File: src/rtl/serial_subtractor.sv
// serial_subtractor: bit-serial A - B, LSB first, one subtractor cell plus a registered borrow.
// Raises ARM SUBS-style N/Z/C/V flags and uses a start/busy/done handshake.
module serial_subtractor #(
  parameter int WIDTH = 64
) (
  input  logic             CLK,
  input  logic             resetl,
  input  logic             start,
  input  logic [WIDTH-1:0] A,
  input  logic [WIDTH-1:0] B,
  output logic             busy,
  output logic             done,
  output logic [WIDTH-1:0] Diff,
  output logic             N,
  output logic             Z,
  output logic             C,
  output logic             V
);
  localparam int CW = $clog2(WIDTH);
  typedef enum logic [1:0] {IDLE, SHIFT, DONE} state_t;
  state_t state;
  logic [WIDTH-1:0] areg, breg, rreg, res;
  logic [CW-1:0] count;
  logic borrow, amsb, bmsb, a, b, d, nb, last;
  assign a = areg[0];
  assign b = breg[0];
  assign d = a ^ b ^ borrow;
  assign nb = (~a & b) | (~(a ^ b) & borrow);
  assign res = {d, rreg[WIDTH-1:1]};
  assign last = count == CW'(WIDTH - 1);
  always_ff @(posedge CLK or negedge resetl)
    if (!resetl) begin
      state <= IDLE;
      areg <= '0;
      breg <= '0;
      rreg <= '0;
      count <= '0;
      borrow <= 1'b0;
      amsb <= 1'b0;
      bmsb <= 1'b0;
      busy <= 1'b0;
      done <= 1'b0;
      Diff <= '0;
      N <= 1'b0;
      Z <= 1'b0;
      C <= 1'b0;
      V <= 1'b0;
    end else begin
      case (state)
        IDLE, DONE: begin
          done <= 1'b0;
          if (start) begin
            areg <= A;
            breg <= B;
            borrow <= 1'b0;
            count <= '0;
            amsb <= A[WIDTH-1];
            bmsb <= B[WIDTH-1];
            busy <= 1'b1;
            state <= SHIFT;
          end else begin
            state <= IDLE;
          end
        end
        SHIFT: begin
          rreg <= res;
          areg <= areg >> 1;
          breg <= breg >> 1;
          borrow <= nb;
          count <= count + 1'b1;
          // final bit: res already holds the complete difference
          if (last) begin
            Diff <= res;
            N <= d;
            Z <= res == '0;
            C <= ~nb;
            V <= (amsb ^ bmsb) & (d ^ amsb);
            busy <= 1'b0;
            done <= 1'b1;
            state <= DONE;
          end
        end
        default: state <= IDLE;
      endcase
    end
endmodule

File: config.mk
export PLATFORM = sky130hd
export DESIGN_NAME = serial_subtractor
export DESIGN_NICKNAME = d
export VERILOG_FILES = /design/src/rtl/serial_subtractor.sv
export SDC_FILE = /design/constraint.sdc
export NUM_CORES = 1
export LEC_CHECK = 0
export ABC_CLOCK_PERIOD_IN_PS = 3200
export BUFFER_PORTS_ARGS = -buffer_cell sky130_fd_sc_hd__buf_2
export CORE_UTILIZATION = 40
export DETAILED_ROUTE_END_ITERATION = 8
export PLACE_DENSITY_LB_ADDON = 0.05
export SLEW_MARGIN = 25
export SYNTH_ARGS = -nofsm -noshare
export SYNTH_HDL_FRONTEND = slang
export SYNTH_SLANG_ARGS = --single-unit
File: constraint.sdc
create_clock -name CLK -period 3.2 [get_ports CLK]
set_input_delay 0.48 -clock CLK [delete_from_list [all_inputs] [get_ports CLK]]
set_output_delay 0.48 -clock CLK [all_outputs]
set_load 0.02 [all_outputs]
# --- Word-level counts from Yosys, hierarchy flattened ---
# Cells that the tools add are included.
totals:
  ff_bits: 273
  in_bits: 131
  wordCells: 57
classes:
  n_addsub: 1
  eq_ne: 5
  muxes: 16
  bitwise_logic: 11
  reduce_logical: 9
op_table:
  columns: ["op", "n"]
  rows:
  - ["case mux 64 bit (2 select lines)", 2]
  - ["two-way mux 64 bit", 2]
  - ["logical NOT 64 bit", 1]
  - ["case mux 6 bit (2 select lines)", 1]
  - ["AND reduction 2 bit", 4]
  - ["adder 6 x 1 -> 6 bit (second input constant)", 1]
  - ["equality test 6 bit (second input constant)", 1]
  - ["two-way mux 6 bit", 1]
  - ["case mux 1 bit (2 select lines)", 3]
  - ["two-way mux 1 bit", 5]
  - ["inequality test 2 bit (second input constant)", 2]
  - ["case mux 2 bit (2 select lines)", 1]
  - ["XOR 1 bit", 4]
  - ["bitwise AND 1 bit", 3]
  - ["inverter 1 bit", 3]
  - ["AND reduction 3 bit", 1]
  - ["equality test 2 x 1 -> 1 bit (second input constant)", 1]
  - ["equality test 2 bit (second input constant)", 1]
  - ["logical NOT 2 bit", 1]
  - ["two-way mux 2 bit", 1]
  - ["nonzero test 2 bit", 1]
  - ["OR reduction 2 bit", 1]
  - ["bitwise OR 1 bit", 1]

# --- Longest topological paths before layout ---
# Gate-level depths: netlist of run 1.
depth:
  depth_word: 5
  mapped_depth: 7
  depth_no_buf: 6

# --- Worst setup path after synthesis of run 1 ---
# OpenSTA, ideal clock, no wires.
synth_timing:
  path_type: "register to register"
  start: "reg count[0]"
  end: "reg Diff[24]"
  setup_ns: 0.125
  t_arrival_ns: 1.509
  setup_slack_ns: 1.567
  path_stages_with_launch: 6
  synth_period_minus_slack_ns: 1.633
  path_cell_list: "dfrtp_1 ha_1 nand3_1 nor3_4 buf_4 mux2_2"
synth_via:
  elab_chain_len: 2
synth_lines:
  columns: ["item", "line_no", "source"]
  rows:
  - ["from (decl)", "23", "logic [CW-1:0] count;"]
  - ["from (signal assigned)", "70", "count <= count + 1'b1;"]
  - ["equality test 6 bit", "30", "assign last = count == CW'(WIDTH - 1);"]
  - ["AND reduction 2 bit (no line)", null, null]
  - ["to (signal assigned)", "73", "Diff <= res;"]
  - ["to (decl)", "13", "output logic [WIDTH-1:0] Diff,"]
# No other way between the ends.
# A chain may end at the register's enable or synchronous reset.

# --- Worst setup path in the final report of run 1 ---
layout_timing:
  start: "reg state[0]"
  end: "reg count[5]"
layout_via:
  elab_chain_len: 4
  word_cells_on_any_way: 8
layout_lines:
  columns: ["item", "line_no", "source"]
  rows:
  - ["from (decl)", "21", "state_t state;"]
  - ["from (signal assigned)", "33", "state <= IDLE;"]
  - ["from (signal assigned)", "60", "state <= SHIFT;"]
  - ["from (signal assigned)", "62", "state <= IDLE;"]
  - ["equality test 2 bit / logical NOT 2 bit (equally long branches)", "49", "case (state)"]
  - ["OR reduction 2 bit", "49", null]
  - ["inequality test 2 bit (no line) / nonzero test 2 bit (equally long branches)", null, null]
  - ["AND reduction 2 bit (no line)", null, null]
# Parallel ways exist; a longest one is shown, timed or not.

==> flow_summary.toml, run 1 <==
[setup_path]
worstPathArrival_ns = 2.47
crit_path_max_fanout = 194
critical_path_class = "flop to flop"
crit_path_end_kind = "flop"
cp-start-kind = "flop"
crit_slowest_cell = "buf_12"
crit_family = "buffers and inverters"
worstPathCellList = "nor2b_4 -> buf_12 -> nand4_1 -> o211ai_1 -> o31ai_1"
cp.buffers_inverters = 1
worstPathRequired_ns = 3.61
critPathMaxStageDelay_ns = 0.61

[sta]
tns_ns = 0
maxSlewViolCount = 0
finalHoldViolations = 0
tightestPinTransition_ns = 0.937
setup_viol = 0
fin_crit_ns = 2.06
max_slew_margin_pct = 37.5
rsz0062_at_grt = "false"
skew_ns = 0.00870
setup_slack_ns = 1.14
fin_crit_sh_pct = 64.3
max_freq_mhz = 486

[placement]
gp_congestion = 0.739
place_hpwl_mm = 15.0
post-place-ws_ns = 1.09
place_area_mm2 = 0.0121
io_buffers = 200

[route]
dr.pass1.iters = 4
drt-total-wl_mm = 24.5
drt_iter0_markers = 532
final_antenna_net_count = 0
viasPerCell = 4.91
routedWlPerCell_um = 15.5
vias = 7786
drc_errors = 0

[grt]
grt_pass1_wl_mm = 41.2
antenna_found_initial = 11
grt_pass1_vias = 7739
grt_overflow = 0
grt_max_degree = 195
track_usage_pct = 18.0

[clock_tree]
postCtsSetupRepairBufs = 0
htreeDepth = 1
clk_pin_slew_ns = 0.06
clk_path_buf_depth = 3
cts_root_buf = "clkbuf_16"
worstSkewPairLatency_ns = 0.54
cts.sinks = 271
cts_made_buffers = 30
cts_tree = "built"

[flow_run]
drv_cap = 0

[cells_and_area]
nets = 1353
seq_area_mm2 = 0.00678
area_delta_synth_final_pct = 21.4
fill_cells = 2472
multi_input_area_mm2 = 0.00377
drive_above_1_share_pct = 26.1
design_area_mm2 = 0.0132

[yosys]
yosysMostFrequentCell = "nand2_1"
yosysWarnings = 0
netlist_top_cells_count = "nand2_1, dfrtp_1, a22oi_1"
syn_nets = 1174
syn-instance-count = 1041
synth-seq-cells = 271
synth_top_area_cell = "dfrtp_1"
synth_top_area_share_pct = 62.5
ys.flop_type = "dfrtp_1"
seq_area_frac_synth_pct = 62.5
syn_area_mm2 = 0.0108
synth_area_leaders = "dfrtp_1, nand2_1, a22oi_1"
synth_edf_count = 0
synth_area_per_cell_um2 = 10.4
synth_cell_types = 29
synthArstFlopShare_pct = 100

[power_and_ir_drop]
leakage_nw = 6.86
clockPowerShare_pct = 32.3
vdd_ir_drop_max_mv = 0.345
switching_share_pct = 29.4
p_switching_mw = 3.12
intPower_mw = 7.49
seq_power_share_pct = 49.7
p_per_area_mw_per_mm2 = 806
power_frac_comb_pct = 18.0
total_power_mw = 10.6

[floorplan]
rows = 59
initial_core_util_pct = 41.2
ios = 201
die_y_um = 167
die_area_mm2 = 0.0278
die_width_um = 167
core-area_mm2 = 0.0264

[status]
status = "completed"

[min_path]
worstHoldPathType = "input port to flop"
-- flip-flops by register name (all words and copies together), names as in the netlist, 2 cells and up --
signal / flops
breg: 64
rreg: 63
count: 6
Diff: 64
areg: 64
state: 2
-- worst min-delay path: stages --
cell	delay [ns]
buf_2	0.08
a22oi_1	0.05
nand2_1	0.05
-- power groups by stage --
stage	logic [mW]	clock network, mW	registers [mW]
3_5_place_dp	1.96	0	5.32
5_1_grt	2.25	3.69	5.44
3_3_place_gp	1.90	0	5.32
4_1_cts	1.96	3.54	5.28
6_report	1.91	3.43	5.27
2_1_floorplan	1.38	0	5.17
-- kinds of logic after synthesis --
family          synth area share, %
mux                            6.94
simple gates                   17.9
buf+inv                        2.95
compound gates                 9.40
flops                          62.5
fa+ha+maj                     0.300
-- cells in the final DEF (no fill, tap or decap), types with 5 or more instances in the layout --
cell type / count
nand2_1: 457
dfrtp_1: 271
buf_2: 199
a22oi_1: 125
mux2_2: 60
clkbuf_16: 31
nor4_1: 17
diode_2: 8
nor2_1: 7
clkbuf_1: 7
clkbuf_8: 7
buf_4: 7
o21ai_0: 6
mux2_1: 6
nand4_1: 5
clkinv_2: 5
buf_12: 5
-- layout make-up --
cell class                 instances  share of cell area (%)
timing repair buffer             213                    8.91
clock inverter                     9                   0.760
multi-input combinational        702                    28.6
inverter                           2                  0.0570
tap                              335                    3.18
clock buffer                      45                    6.82
sequential                       271                    51.5
antenna                            8                   0.152
-- metrics by stage --
step	std cells	utilization, %	hold WS (ns)
6_report	1585	50.0	0.157
5_1_grt	1580	49.9	0.136
4_1_cts	1577	49.9	0.128
3_5_place_dp	1522	46.1	0.463
2_1_floorplan	1041	-	0.184
3_3_place_gp	1522	46.1	0.457
-- final timing paths --
path                       startpoint  endpoint  slack (ns)  cells after the start
max                          state[0]  count[5]        1.14                      5
max reg2reg                  state[0]  count[5]        1.14                      5
min in group asynchronous      resetl  rreg[24]        0.55                      2
min                             A[41]  areg[41]        0.16                      3
max in group asynchronous      resetl  breg[24]        1.79                      3
min reg2reg                   areg[7]   areg[7]        0.47                      2
-- routing by layer --
| metal | vias up | track usage (%) | part of all wire, % |
|---|---|---|---|
| li1 | 3877 | - | - |
| met1 | 3704 | 25.4 | 48 |
| met2 | 160 | 27.5 | 45 |
| met3 | 39 | 5.20 | 5.8 |
| met4 | 6 | 3.86 | 1.7 |
| met5 | - | 0 | 0.20 |
-- timing repair --
| item | CTS | global route |
|---|---|---|
| hold endpoints to repair | 82 | 0 |
| resized for setup | 0 | 0 |
| hold buffers | 1 | 0 |
No activity file was read; power rests on OpenSTA's default activity.
==> run 2: changes to the inputs <==
--- a/config.mk
+++ b/config.mk
@@ -5,7 +5,7 @@
 export SDC_FILE = /design/constraint.sdc
 export NUM_CORES = 1
 export LEC_CHECK = 0
-export ABC_CLOCK_PERIOD_IN_PS = 3200
+export ABC_CLOCK_PERIOD_IN_PS = 1800
 export BUFFER_PORTS_ARGS = -buffer_cell sky130_fd_sc_hd__buf_2
 export CORE_UTILIZATION = 40
 export DETAILED_ROUTE_END_ITERATION = 8
==> constraint.sdc (replaced) <==
create_clock -name CLK -period 1.8 [get_ports CLK]
set_input_delay 0.27 -clock CLK [delete_from_list [all_inputs] [get_ports CLK]]
set_output_delay 0.27 -clock CLK [all_outputs]
set_load 0.02 [all_outputs]
==> run 2 against run 1 <==
Effect of this change: clock skew down 0.00079 ns; clock power increased by 85%; clock-buffer cell count decreased by 1; sequential share of layout area is 5.5 points lower; maximum frequency rose by 22%; design area up 12%; non-clock buffer count rose by 145; die area unchanged; core utilization is 5.9 points higher; global-route usage is 1.1 points higher; power increased by 84%; critical path type unchanged; largest cell class unchanged.
==> flow_summary.toml, run 2 (synthesis gave the netlist of run 1 again) <==
[setup_path]
crit_family = "adder cells"
critical_path_class = "flop to flop"
crit_path_end_kind = "flop"
crit_slowest_cell = "fa_1"
worstPathCellList = "fa_1 -> nor4_2 -> nand4_1 -> nor4_1 -> mux2_2"
worstPathArrival_ns = 2.16
cp-start-kind = "flop"
critPathMaxStageDelay_ns = 0.54
cp.buffers_inverters = 0
worstPathRequired_ns = 2.28
crit_path_max_fanout = 2
reg2reg_slack_ns = 0.11

[cells_and_area]
fill_cells = 2362
layout.cells.non_filler = 1725
final_cell_mix = "nand2_1, dfrtp_1, buf_2"
drive_above_1_share_pct = 24.7
design_area_mm2 = 0.0147
nets = 1498
area_delta_synth_final_pct = 35.8
fin_util_pct = 55.9
final_common_cell = "nand2_1"
reg.largest.list = "Diff: 64 flops, areg: 64 flops, breg: 64 flops"

[grt]
track_usage_pct = 19.1
grt_overflow = 0
grt_pass1_vias = 8588
grt_pass1_wl_mm = 44.1
antenna_found_initial = 3
grt_max_degree = 88

[sta]
setup_slack_ns = 0.114
rsz0062_at_grt = "true"
max_freq_mhz = 593
skew_ns = 0.00791
maxSlewViolCount = 0
setup_viol = 0
fin_crit_ns = 1.69
finalHoldViolations = 0
max_slew_margin_pct = 65.9
tightestPinTransition_ns = 0.512
fin_crit_sh_pct = 93.7

[power_and_ir_drop]
total_power_mw = 19.5
clockPowerShare_pct = 32.5
switching_share_pct = 29.0
intPower_mw = 13.9
vdd_ir_drop_max_mv = 0.843
power_frac_comb_pct = 19.4
seq_power_share_pct = 48.1
p_per_area_mw_per_mm2 = 1320
leakage_nw = 7.54
p_switching_mw = 5.66

[min_path]
worstHoldPathType = "input port to flop"

[clock_tree]
cts.sinks = 271
worstSkewPairLatency_ns = 0.54
cts_tree = "built"
clk_pin_slew_ns = 0.06
clk_path_buf_depth = 3
cts_root_buf = "clkbuf_16"
htreeDepth = 1
cts_made_buffers = 30

[route]
viasPerCell = 4.88
drc_errors = 0
drt-total-wl_mm = 26.0
drt_iter0_markers = 504
vias = 8412
dr.pass1.iters = 6
routedWlPerCell_um = 15.1
final_antenna_net_count = 0

[placement]
place_area_mm2 = 0.0123
io_buffers = 200
post-place-ws_ns = -0.000433
place_hpwl_mm = 15.9
place_inst = 1536
gp_congestion = 0.744

[floorplan]
core-area_mm2 = 0.0264
initial_core_util_pct = 41.2
die_area_mm2 = 0.0278
die_width_um = 167
ios = 201
die_y_um = 167
rows = 59

[flow_run]
drv_cap = 0

[status]
status = "completed"
run 2: area by class of cell:
class / instances / area (um2) / share of cell area [%]
antenna: 3 / 7.51 / 0.0509
clock buffer: 44 / 885 / 6.00
clock inverter: 10 / 150 / 1.02
inverter: 2 / 7.51 / 0.0509
multi-input combinational: 702 / 3780 / 25.6
sequential: 271 / 6780 / 46.0
tap: 335 / 419 / 2.84
timing repair buffer: 358 / 2710 / 18.4
run 2: metrics by stage:
stage	setup TNS, ns	hold slack, ns
floorplan	0	-0.0256
global placement	0	0.228
detailed placement	-0.000433	0.229
CTS	0	0.110
global route	-0.0604	0.135
finish	0	0.128
run 2: worst reg2reg max path, cell delays in order (launching register included):
cell and delay (ns):
dfrtp_1 0.40, fa_1 0.54, nor4_2 0.24, nand4_1 0.12, nor4_1 0.17, mux2_2 0.18
run 2: power groups by stage:
stage | combinational (mW) | sequential (mW) | clock [mW]
6_report | 3.79 | 9.39 | 6.35
3_3_place_gp | 3.51 | 9.44 | 0
3_5_place_dp | 3.60 | 9.45 | 0
2_1_floorplan | 2.45 | 9.19 | 0
5_1_grt | 4.36 | 9.68 | 6.76
4_1_cts | 3.83 | 9.38 | 6.54
run 2: timing repair:
item / CTS / global route
hold buffers: 129 / 0
setup endpoints to repair: 3 / 67
gates resized for setup: 1 / 3
cloned: 0 / 1
setup buffers: 0 / 2
pin swaps: 0 / 1
hold endpoints to repair: 174 / 0
run 2: routing by layer:
layer | up-vias | routed length, um | GRT usage (%)
met5 | - | 0 | 0
met2 | 189 | 12000 | 30.2
met3 | 35 | 1210 | 3.30
met1 | 4033 | 12300 | 27.2
li1 | 4155 | - | -
met4 | 0 | 439 | 4.63
run 2: path summary, 6_finish.rpt:
path | end | startpoint | cells past startpoint
max | Z | areg[0] | 5
min | state[0] | start | 3
max reg2reg | Z | areg[0] | 5
min reg2reg | areg[7] | areg[7] | 2
max in group asynchronous | breg[34] | resetl | 3
min in group asynchronous | rreg[27] | resetl | 2
